--- config.mk ---
export PLATFORM = sky130hd
export DESIGN_NAME = regfile_dump_flat
export DESIGN_NICKNAME = d
export VERILOG_FILES = /design/src/rtl/regfile_dump_if.sv /design/src/rtl/regfile_dump.sv /design/src/flat_wrapper.sv
export SDC_FILE = /design/constraint.sdc
export NUM_CORES = 1
export LEC_CHECK = 0
export CORE_ASPECT_RATIO = 0.5
export CORE_MARGIN = 5
export CORE_UTILIZATION = 40
export DETAILED_ROUTE_END_ITERATION = 7
export GPL_TIMING_DRIVEN = 0
export PLACE_DENSITY = 0.82
export SYNTH_ARGS = -nofsm -noshare
export SYNTH_HDL_FRONTEND = slang
export SYNTH_SLANG_ARGS = --single-unit
export TNS_END_PERCENT = 50
--- constraint.sdc ---
create_clock -name clk -period 7.3 [get_ports clk]
set_input_delay 0.73 -clock clk [delete_from_list [all_inputs] [get_ports clk]]
set_output_delay 0.73 -clock clk [all_outputs]
set_load 0.02 [all_outputs]
--- src/rtl/regfile_dump_if.sv ---
// Handshake and register-file read bundle between regfile_dump and its environment.
// master = the dump engine; slave = register file plus downstream sink / start requester.
interface regfile_dump_if #(
  parameter int N  = 64,
  parameter int AW = 5
);
  logic          start;
  logic [AW-1:0] first_addr;
  logic [AW-1:0] last_addr;
  logic [AW-1:0] ra;
  logic [N-1:0]  rd;
  logic          out_valid;
  logic          out_ready;
  logic [N-1:0]  out_data;
  logic [AW-1:0] out_addr;
  logic          out_last;
  logic          busy;
  logic          done;

  modport master (
    input  start, first_addr, last_addr, rd, out_ready,
    output ra, out_valid, out_data, out_addr, out_last, busy, done
  );

  modport slave (
    output start, first_addr, last_addr, rd, out_ready,
    input  ra, out_valid, out_data, out_addr, out_last, busy, done
  );
endinterface

--- src/rtl/regfile_dump.sv ---
// Sweeps a wrap-around register range through one async read port, streaming {addr,data} beats.
// Two cycles per beat (LOAD then SEND); a beat holds stable in SEND until out_ready.
module regfile_dump #(
  parameter int N  = 64,
  parameter int AW = 5
) (
  input  logic          clk,
  input  logic          reset,
  regfile_dump_if.master bus
);
  typedef enum logic [1:0] {S_IDLE, S_LOAD, S_SEND, S_DONE} state_t;

  state_t        r_state;
  state_t        w_next;
  logic [AW-1:0] r_cur;
  logic [AW-1:0] r_end;
  logic [N-1:0]  r_data;
  logic [AW-1:0] r_addr;
  logic          r_last;
  logic          w_valid;
  logic          w_busy;
  logic          w_done;
  logic          w_hs;

  always_ff @(posedge clk or posedge reset) begin
    if (reset) begin
      r_state <= S_IDLE;
    end else begin
      r_state <= w_next;
    end
  end

  always_comb begin
    w_next  = r_state;
    w_valid = 1'b0;
    w_busy  = 1'b1;
    w_done  = 1'b0;
    w_hs    = 1'b0;
    case (r_state)
      S_IDLE: begin
        w_busy = 1'b0;
        if (bus.start) w_next = S_LOAD;
      end
      S_LOAD: w_next = S_SEND;
      S_SEND: begin
        w_valid = 1'b1;
        w_hs    = bus.out_ready;
        if (bus.out_ready) w_next = r_last ? S_DONE : S_LOAD;
      end
      S_DONE: begin
        w_done = 1'b1;
        w_next = S_IDLE;
      end
      default: w_next = S_IDLE;
    endcase
  end

  // Beat registers are captured only in LOAD, so later writes to the entry do not leak in.
  always_ff @(posedge clk or posedge reset) begin
    if (reset) begin
      r_cur  <= '0;
      r_end  <= '0;
      r_data <= '0;
      r_addr <= '0;
      r_last <= 1'b0;
    end else begin
      case (r_state)
        S_IDLE: begin
          if (bus.start) begin
            r_cur <= bus.first_addr;
            r_end <= bus.last_addr;
          end
        end
        S_LOAD: begin
          r_data <= bus.rd;
          r_addr <= r_cur;
          r_last <= (r_cur == r_end);
        end
        S_SEND: begin
          if (w_hs && !r_last) r_cur <= r_cur + AW'(1);
        end
        default: ;
      endcase
    end
  end

  assign bus.ra        = r_cur;
  assign bus.out_valid = w_valid;
  assign bus.out_data  = r_data;
  assign bus.out_addr  = r_addr;
  assign bus.out_last  = r_last;
  assign bus.busy      = w_busy;
  assign bus.done      = w_done;
endmodule

--- src/flat_wrapper.sv ---
// flat-port wrapper written by rule: the top's interface ports become plain ports
module regfile_dump_flat 
#(
  parameter int N  = 64,
  parameter int AW = 5
)
  (clk, reset, bus_start, bus_first_addr, bus_last_addr, bus_rd, bus_out_ready, bus_ra, bus_out_valid, bus_out_data, bus_out_addr, bus_out_last, bus_busy, bus_done);
  regfile_dump_if #(.N(N), .AW(AW)) bus_i ();
  input  logic clk;
  input  logic reset;
  input wire logic [$bits(bus_i.start)-1:0] bus_start;
  input wire logic [$bits(bus_i.first_addr)-1:0] bus_first_addr;
  input wire logic [$bits(bus_i.last_addr)-1:0] bus_last_addr;
  input wire logic [$bits(bus_i.rd)-1:0] bus_rd;
  input wire logic [$bits(bus_i.out_ready)-1:0] bus_out_ready;
  output wire logic [$bits(bus_i.ra)-1:0] bus_ra;
  output wire logic [$bits(bus_i.out_valid)-1:0] bus_out_valid;
  output wire logic [$bits(bus_i.out_data)-1:0] bus_out_data;
  output wire logic [$bits(bus_i.out_addr)-1:0] bus_out_addr;
  output wire logic [$bits(bus_i.out_last)-1:0] bus_out_last;
  output wire logic [$bits(bus_i.busy)-1:0] bus_busy;
  output wire logic [$bits(bus_i.done)-1:0] bus_done;
  assign bus_i.start = bus_start;
  assign bus_i.first_addr = bus_first_addr;
  assign bus_i.last_addr = bus_last_addr;
  assign bus_i.rd = bus_rd;
  assign bus_i.out_ready = bus_out_ready;
  assign bus_ra = bus_i.ra;
  assign bus_out_valid = bus_i.out_valid;
  assign bus_out_data = bus_i.out_data;
  assign bus_out_addr = bus_i.out_addr;
  assign bus_out_last = bus_i.out_last;
  assign bus_busy = bus_i.busy;
  assign bus_done = bus_i.done;
  regfile_dump #(.N(N), .AW(AW)) u_core (.clk(clk), .reset(reset), .bus(bus_i));
endmodule
==> metrics.txt, run 1 <==
outcome=finished, final reports clean; setup TNS=0 ns; worst path arrival time=1.84 ns; layout filler cell count=576; area grow syn2layout=60.0%; CP peak stage delay=0.62 ns; Mapped Area=0.00331 mm^2; CTS tree=yes; routed via count=2320; most frequent cells in the layout=clkdlybuf4s50_1 (155), dfrtp_1 (82), mux2_1 (67); Slew HR=76.5%; crit path max fanout=10; PD cells=480 mW/mm^2; CP max stage cell=clkdlybuf4s50_1; clk slew on worst S/H paths=0.05 ns; Final setup viols=0; CP Class=reg -> out; Critical Path Start Type=flip-flop; Worst IR Drop VDD=0.189 mV; Inst Count DP=474; worst hold slack=0.486 ns; die width=roughly 140 um; global-route wire length before repair=13700 um; RSZ-0062 raised after global routing=false; Final Hold Fails=0; row cnt=23; number of global-route vias before repair=between 2000 and 3000; final wirelength=roughly 9000 um; total gr overflow=0; chip height=74.4 um; Synth Register Bits=82; final antenna-violating net count=0; initial antenna violation count=0; crit end category=output pin; period utilization=a little over a third; Critical Path RT=6.57 ns; share of cells above drive strength 1=a little over a tenth; Slew Viols, Final=0; final std cells w/o fill=490; routability congestion estimate=0.815; top-level I/O count=156; ant diodes=0; die area=0.0103 mm^2; DR DRC count=0; post-CTS setup repair buffer count=0; Worst Clk Skew=0.00422 ns; WL/cell=17.9 um; drt first-iter violations=63; CTS buffer count=9; Core ar.=roughly 0.0080 mm^2; Syn Area/Cell=between 15 and 20 um^2; Starting Density=between 40% and 50%; yosys warns=0; Num Clock Sinks=82; port buffer count=155; aggregate global-route resource usage=17.2%; worst min path class=reg -> reg; clk_lat worst skew=0.33 ns; sequential fraction of the synthesis area=61.9%; Achievable Freq=0.389 GHz; root buf cell=clkbuf_16; largest net degree at the start of global routing=58; CP cell instances=nand2b_1, buf_6, inv_1, clkdlybuf4s50_1; cts hold-fix bufs=0; PostCTS Resize Cnt=0; H-tree Lvls=3; Synth cell types=32; worst slew pin tran=0.352 ns; Static Leak=2.21 nW; # nets final=452; TritonRoute pass-1 iters=4; leading cell type in the layout, fill and taps excluded=clkdlybuf4s50_1; max-cap viol count=0; Avg Vias per Cell=4.73; Final min period=2.57 ns; Net Count, Synth=285; Synth Instances=206; Clock Tree Buf Depth=2; HPWL after DPL=between 6000 and 7000 um
## metrics by stage
step	instance area (um^2)	total power, mW	setup slack, ns	util, %
3_5_place_dp	5030	2.16	5.04	62.7
6_report	5300	2.54	4.73	66.0
3_3_place_gp	5000	2.11	3.33	62.3
2_1_floorplan	3310	1.53	4.46	-
4_1_cts	5300	2.58	4.72	66.0
5_1_grt	5300	2.68	4.66	66.0
## where the power goes
group / internal [mW] / leakage, nW / switching, mW
Combinational: 0.687 / 1.11 / 0.608
Sequential: 0.692 / 0.965 / 0.153
Clock: 0.238 / 0.133 / 0.164
Total: 1.62 / 2.21 / 0.925
## state kept, by name, indices dropped and copies added, names as in the netlist
register / cells
u_core.bus.out_data: 64
u_core.bus.out_addr: 5
u_core.bus.ra: 5
u_core.r_end: 5
u_core.r_state: 2
u_core.bus.out_last: 1
## cell type report
cell class | instances | area (um^2) | share of cell area (%)
Clock inverter | 3 | 15.0 | 0.283
Timing Repair Buffer | 156 | 1580 | 29.8
Inverter | 2 | 10.0 | 0.189
Buffer | 10 | 103 | 1.94
Sequential cell | 82 | 2050 | 38.7
Clock buffer | 13 | 250 | 4.72
Multi-Input combinational cell | 112 | 1150 | 21.7
Tap cell | 112 | 140 | 2.64
## kinds of logic (layout without fill, tap and decap cells)
group           after synthesis  after routing  share of synthesized area (%)
compound gates               14             14                           3.29
buf+inv                      12            184                           3.32
xor+xnor                      5              5                           1.32
fa+ha+maj                     1              1                          0.378
flops                        82             82                           61.9
simple gates                 15             15                           3.51
mux                          77             77                           26.2
## synth_stat cells (all sizes together)
| cell type | instances | area, um^2 |
|---|---|---|
| a2bb2oi | 1 | 8.76 |
| o22ai | 4 | 25.0 |
| xnor2 | 3 | 26.3 |
| xor2 | 2 | 17.5 |
| mux2 | 76 | 860 |
| inv | 2 | 7.51 |
| buf | 10 | 103 |
| nor2b | 1 | 6.26 |
| and3 | 2 | 12.5 |
| o41ai | 1 | 16.3 |
| and2 | 1 | 7.51 |
| dfrtp | 82 | 2050 |
| mux2i | 1 | 10.0 |
| a21oi | 1 | 5.00 |
| o2bb2ai | 3 | 26.3 |
| nor2 | 1 | 6.26 |
| nand3 | 1 | 5.00 |
| ha | 1 | 12.5 |
| and4bb | 2 | 28.8 |
| a21o | 1 | 7.51 |
| nand2b | 2 | 12.5 |
| or2 | 1 | 6.26 |
| o21ai | 1 | 5.00 |
| a22oi | 2 | 15.0 |
| nor3b | 3 | 27.5 |
| nand2 | 1 | 3.75 |
## metal layers
layer | vias up | GRT usage [%] | wire [um]
met5 | - | 0 | 0
met4 | 0 | 7.27 | 222
met3 | 14 | 5.07 | 322
met2 | 55 | 32.1 | 5000
met1 | 1170 | 19.1 | 3250
li1 | 1081 | - | -
## worst max-delay path, delay by kind of cell (launching register included)
kind	cells	cell delay [ns]
buffers and inverters	3	0.85
flip-flops	1	0.47
AND/OR/NAND/NOR	1	0.20
## worst paths after layout
| check | end | from | cells past startpoint | slack (ns) |
|---|---|---|---|---|
| max | bus_out_valid | u_core.r_state[0] | 4 | 4.73 |
| min | u_core.bus.out_data[19] | u_core.bus.out_data[19] | 1 | 0.49 |
| max reg2reg | u_core.r_end[0] | u_core.r_state[0] | 3 | 5.73 |
| min reg2reg | u_core.bus.out_data[19] | u_core.bus.out_data[19] | 1 | 0.49 |
| max in group asynchronous | u_core.r_end[3] | reset | 3 | 5.97 |
| min in group asynchronous | u_core.bus.out_data[28] | reset | 2 | 0.73 |
Note: power is estimated with default switching activity, not from simulation.
==> run 2: changes to the inputs <==
Settings changed: CORE_UTILIZATION 40 to 37, PLACE_DENSITY 0.82 to 0.8.
Clock period 7.3 ns to 2.14 ns, I/O delays scaled along.
==> run 2 against run 1 <==
Largest cell class unchanged. Power increased to 3.4 times the previous value. Sequential share of layout area increased by 0.16 points. Final cell count increased by 0.41%. Via count decreased by 0.78%. Utilization decreased by 5.4 points. Worst setup slack got worse by 4.5 ns. Largest power group unchanged. Clock power increased to 3.2 times the previous value. Combinational power increased to 3.4 times the previous value. First-iteration DRC count increased by 49%.
==> metrics.txt, run 2 (synthesis gave the netlist of run 1 again) <==
Worst Clk Skew=0.00315 ns (was 0.00422 ns); Achievable Freq=approximately 0.53 GHz; setup TNS=0 ns (unchanged); Avg Vias per Cell=4.68 (was 4.73); Critical Path RT=1.93 ns (was 6.57 ns); CP bufs+invs=1 (was 3); H-tree Lvls=3 (unchanged); total gr overflow=0 (unchanged); aggregate global-route resource usage=16.2% (was 17.2%); worst slew pin tran=0.832 ns (was 0.352 ns); CP peak stage delay=0.55 ns (was 0.62 ns); DR DRC count=0 (unchanged); Slew Viols, Final=0 (unchanged); Util after Layout=60.6% (was 66.0%); Starting Density=38.0% (was 41.3%); row cnt=24 (was 23); root buf cell=clkbuf_16 (unchanged); clk_lat worst skew=0.33 ns (about the same); die area=0.0111 mm^2 (was 0.0103 mm^2); Core ar.=0.00871 mm^2 (was 0.00803 mm^2); Clock Tree Buf Depth=2 (unchanged); largest net degree at the start of global routing=46 (was 58); WL/cell=17.5 um (was 17.9 um); area grow syn2layout=59.3% (was 60.0%); layout filler cell count=682 (was 576); ant diodes=0 (unchanged); max-cap viol count=0 (unchanged); routability congestion estimate=0.744 (was 0.815); number of flip-flops in the largest register=64 (unchanged); leading cell type in the layout, fill and taps excluded=clkdlybuf4s50_1 (unchanged); Final setup viols=0 (unchanged); grt met2 use=30.4% (was 32.1%); Critical Path Start Type=flip-flop (unchanged); Slew HR=44.4% (was 76.5%); met1 GRT Util=17.5% (was 19.1%); worst path arrival time=1.67 ns (was 1.84 ns); pre-CTS setup slack=0.405 ns (was 5.04 ns); top-level I/O count=156 (unchanged); crit path max fanout=9 (was 10); Setup WS post-layout=0.251 ns (was 4.73 ns); # nets final=452 (unchanged); period utilization=slightly below 90%; Crit path max-delay family=buffers and inverters (unchanged); CP Class=reg -> out (unchanged); final wirelength=8630 um (was 8790 um); die width=144 um (was 139 um); routed via count=2302 (was 2320); worst min path class=in -> async (was reg -> reg); HPWL after DPL=6950 um (was 6870 um); chip height=76.9 um (was 74.4 um); TritonRoute pass-1 iters=4 (unchanged); CP cell instances=or2_2, clkdlybuf4s50_1 (was nand2b_1, buf_6, inv_1, clkdlybuf4s50_1); drt first-iter violations=94 (was 63); Final min period=1.89 ns; global-route wire length before repair=13800 um (was 13700 um); port buffer count=155 (unchanged); clk slew on worst S/H paths=0.05 ns (about the same); Static Leak=2.20 nW (was 2.21 nW); Final Hold Fails=0 (unchanged); Worst IR Drop VDD=0.589 mV (was 0.189 mV); CTS tree=yes (unchanged); initial antenna violation count=0 (unchanged); met3 Use GR=4.23% (was 5.07%); RSZ-0062 raised after global routing=false (unchanged); most utilized layer in the global route result=met2 (unchanged); outcome=finished, final reports clean (unchanged); crit end category=output pin (unchanged); Num Clock Sinks=82 (unchanged); most frequent cells in the layout=clkdlybuf4s50_1 (154), dfrtp_1 (82), mux2_1 (67) (was clkdlybuf4s50_1 (155), dfrtp_1 (82), mux2_1 (67)); CP max stage cell=clkdlybuf4s50_1 (unchanged); PD cells=1620 mW/mm^2 (was 480 mW/mm^2); number of global-route vias before repair=2591 (was 2526); CTS buffer count=9 (unchanged); final antenna-violating net count=0 (unchanged); share of cells above drive strength 1=10.1% (was 10.8%)
run 2: cell types whose count changed in the layout (fill, tap and decap cells not counted), sizes merged:
cell | before | now
clkbuf | 13 | 12
inv | 2 | 1
clkinvlp | 0 | 1
dlymetal6s2s | 0 | 1
clkinv | 3 | 1
clkdlybuf4s50 | 155 | 154
run 2: where the power goes:
| group | internal, mW | leakage [nW] | switching [mW] | total, mW |
|---|---|---|---|---|
| Clock | 0.763 | 0.118 | 0.518 | 1.28 |
| Sequential | 2.36 | 0.965 | 0.508 | 2.87 |
| Combinational | 2.34 | 1.12 | 2.07 | 4.41 |
run 2: metal layers:
layer  up-vias  part of all wire [%]  wire length, um
li1       1072                     -                -
met1      1160                    36             3100
met2        52                    57             4950
met3        18                   4.3              372
met4         0                   2.4              206
met5         -                     0                0
run 2: path summary, 6_finish.rpt:
path / end / startpoint / cells after the start / slack, ns
min reg2reg: u_core.bus.out_data[42] / u_core.bus.out_data[42] / 1 / 0.49
min: u_core.bus.out_data[26] / reset / 2 / 0.41
max reg2reg: u_core.r_end[3] / u_core.r_state[0] / 3 / 0.56
min in group clk: u_core.bus.out_data[30] / bus_rd[30] / 2 / 0.48
max in group asynchronous: u_core.bus.out_data[55] / reset / 3 / 1.06
max: bus_busy / u_core.r_state[0] / 2 / 0.25
run 2: stage by stage:
step	instance area [um^2]	instances	hold WS (ns)	total power [mW]
detailed placement	5030	479	0.480	7.38
global route	5280	492	0.461	9.04
finish	5280	492	0.407	8.56
global placement	5010	478	0.472	7.19
floorplan	3320	206	0.331	5.23
CTS	5280	492	0.414	8.71
run 2: repair_timing:
item                                    CTS  global route
endpoints found under the setup margin    0             1
buffers inserted                          0             0
hold buffers                              0             0
resized for setup                         0             1
run 2: final cells by class:
| class | instances | area [um^2] | share of cell area (%) |
|---|---|---|---|
| Buffer | 10 | 103 | 1.94 |
| Clock buffer | 12 | 236 | 4.48 |
| Clock inverter | 1 | 5.00 | 0.0948 |
| Inverter | 2 | 11.3 | 0.213 |
| Multi-Input combinational cell | 112 | 1150 | 21.8 |
| Sequential cell | 82 | 2050 | 38.9 |
| Tap cell | 117 | 146 | 2.77 |
| Timing Repair Buffer | 156 | 1570 | 29.8 |
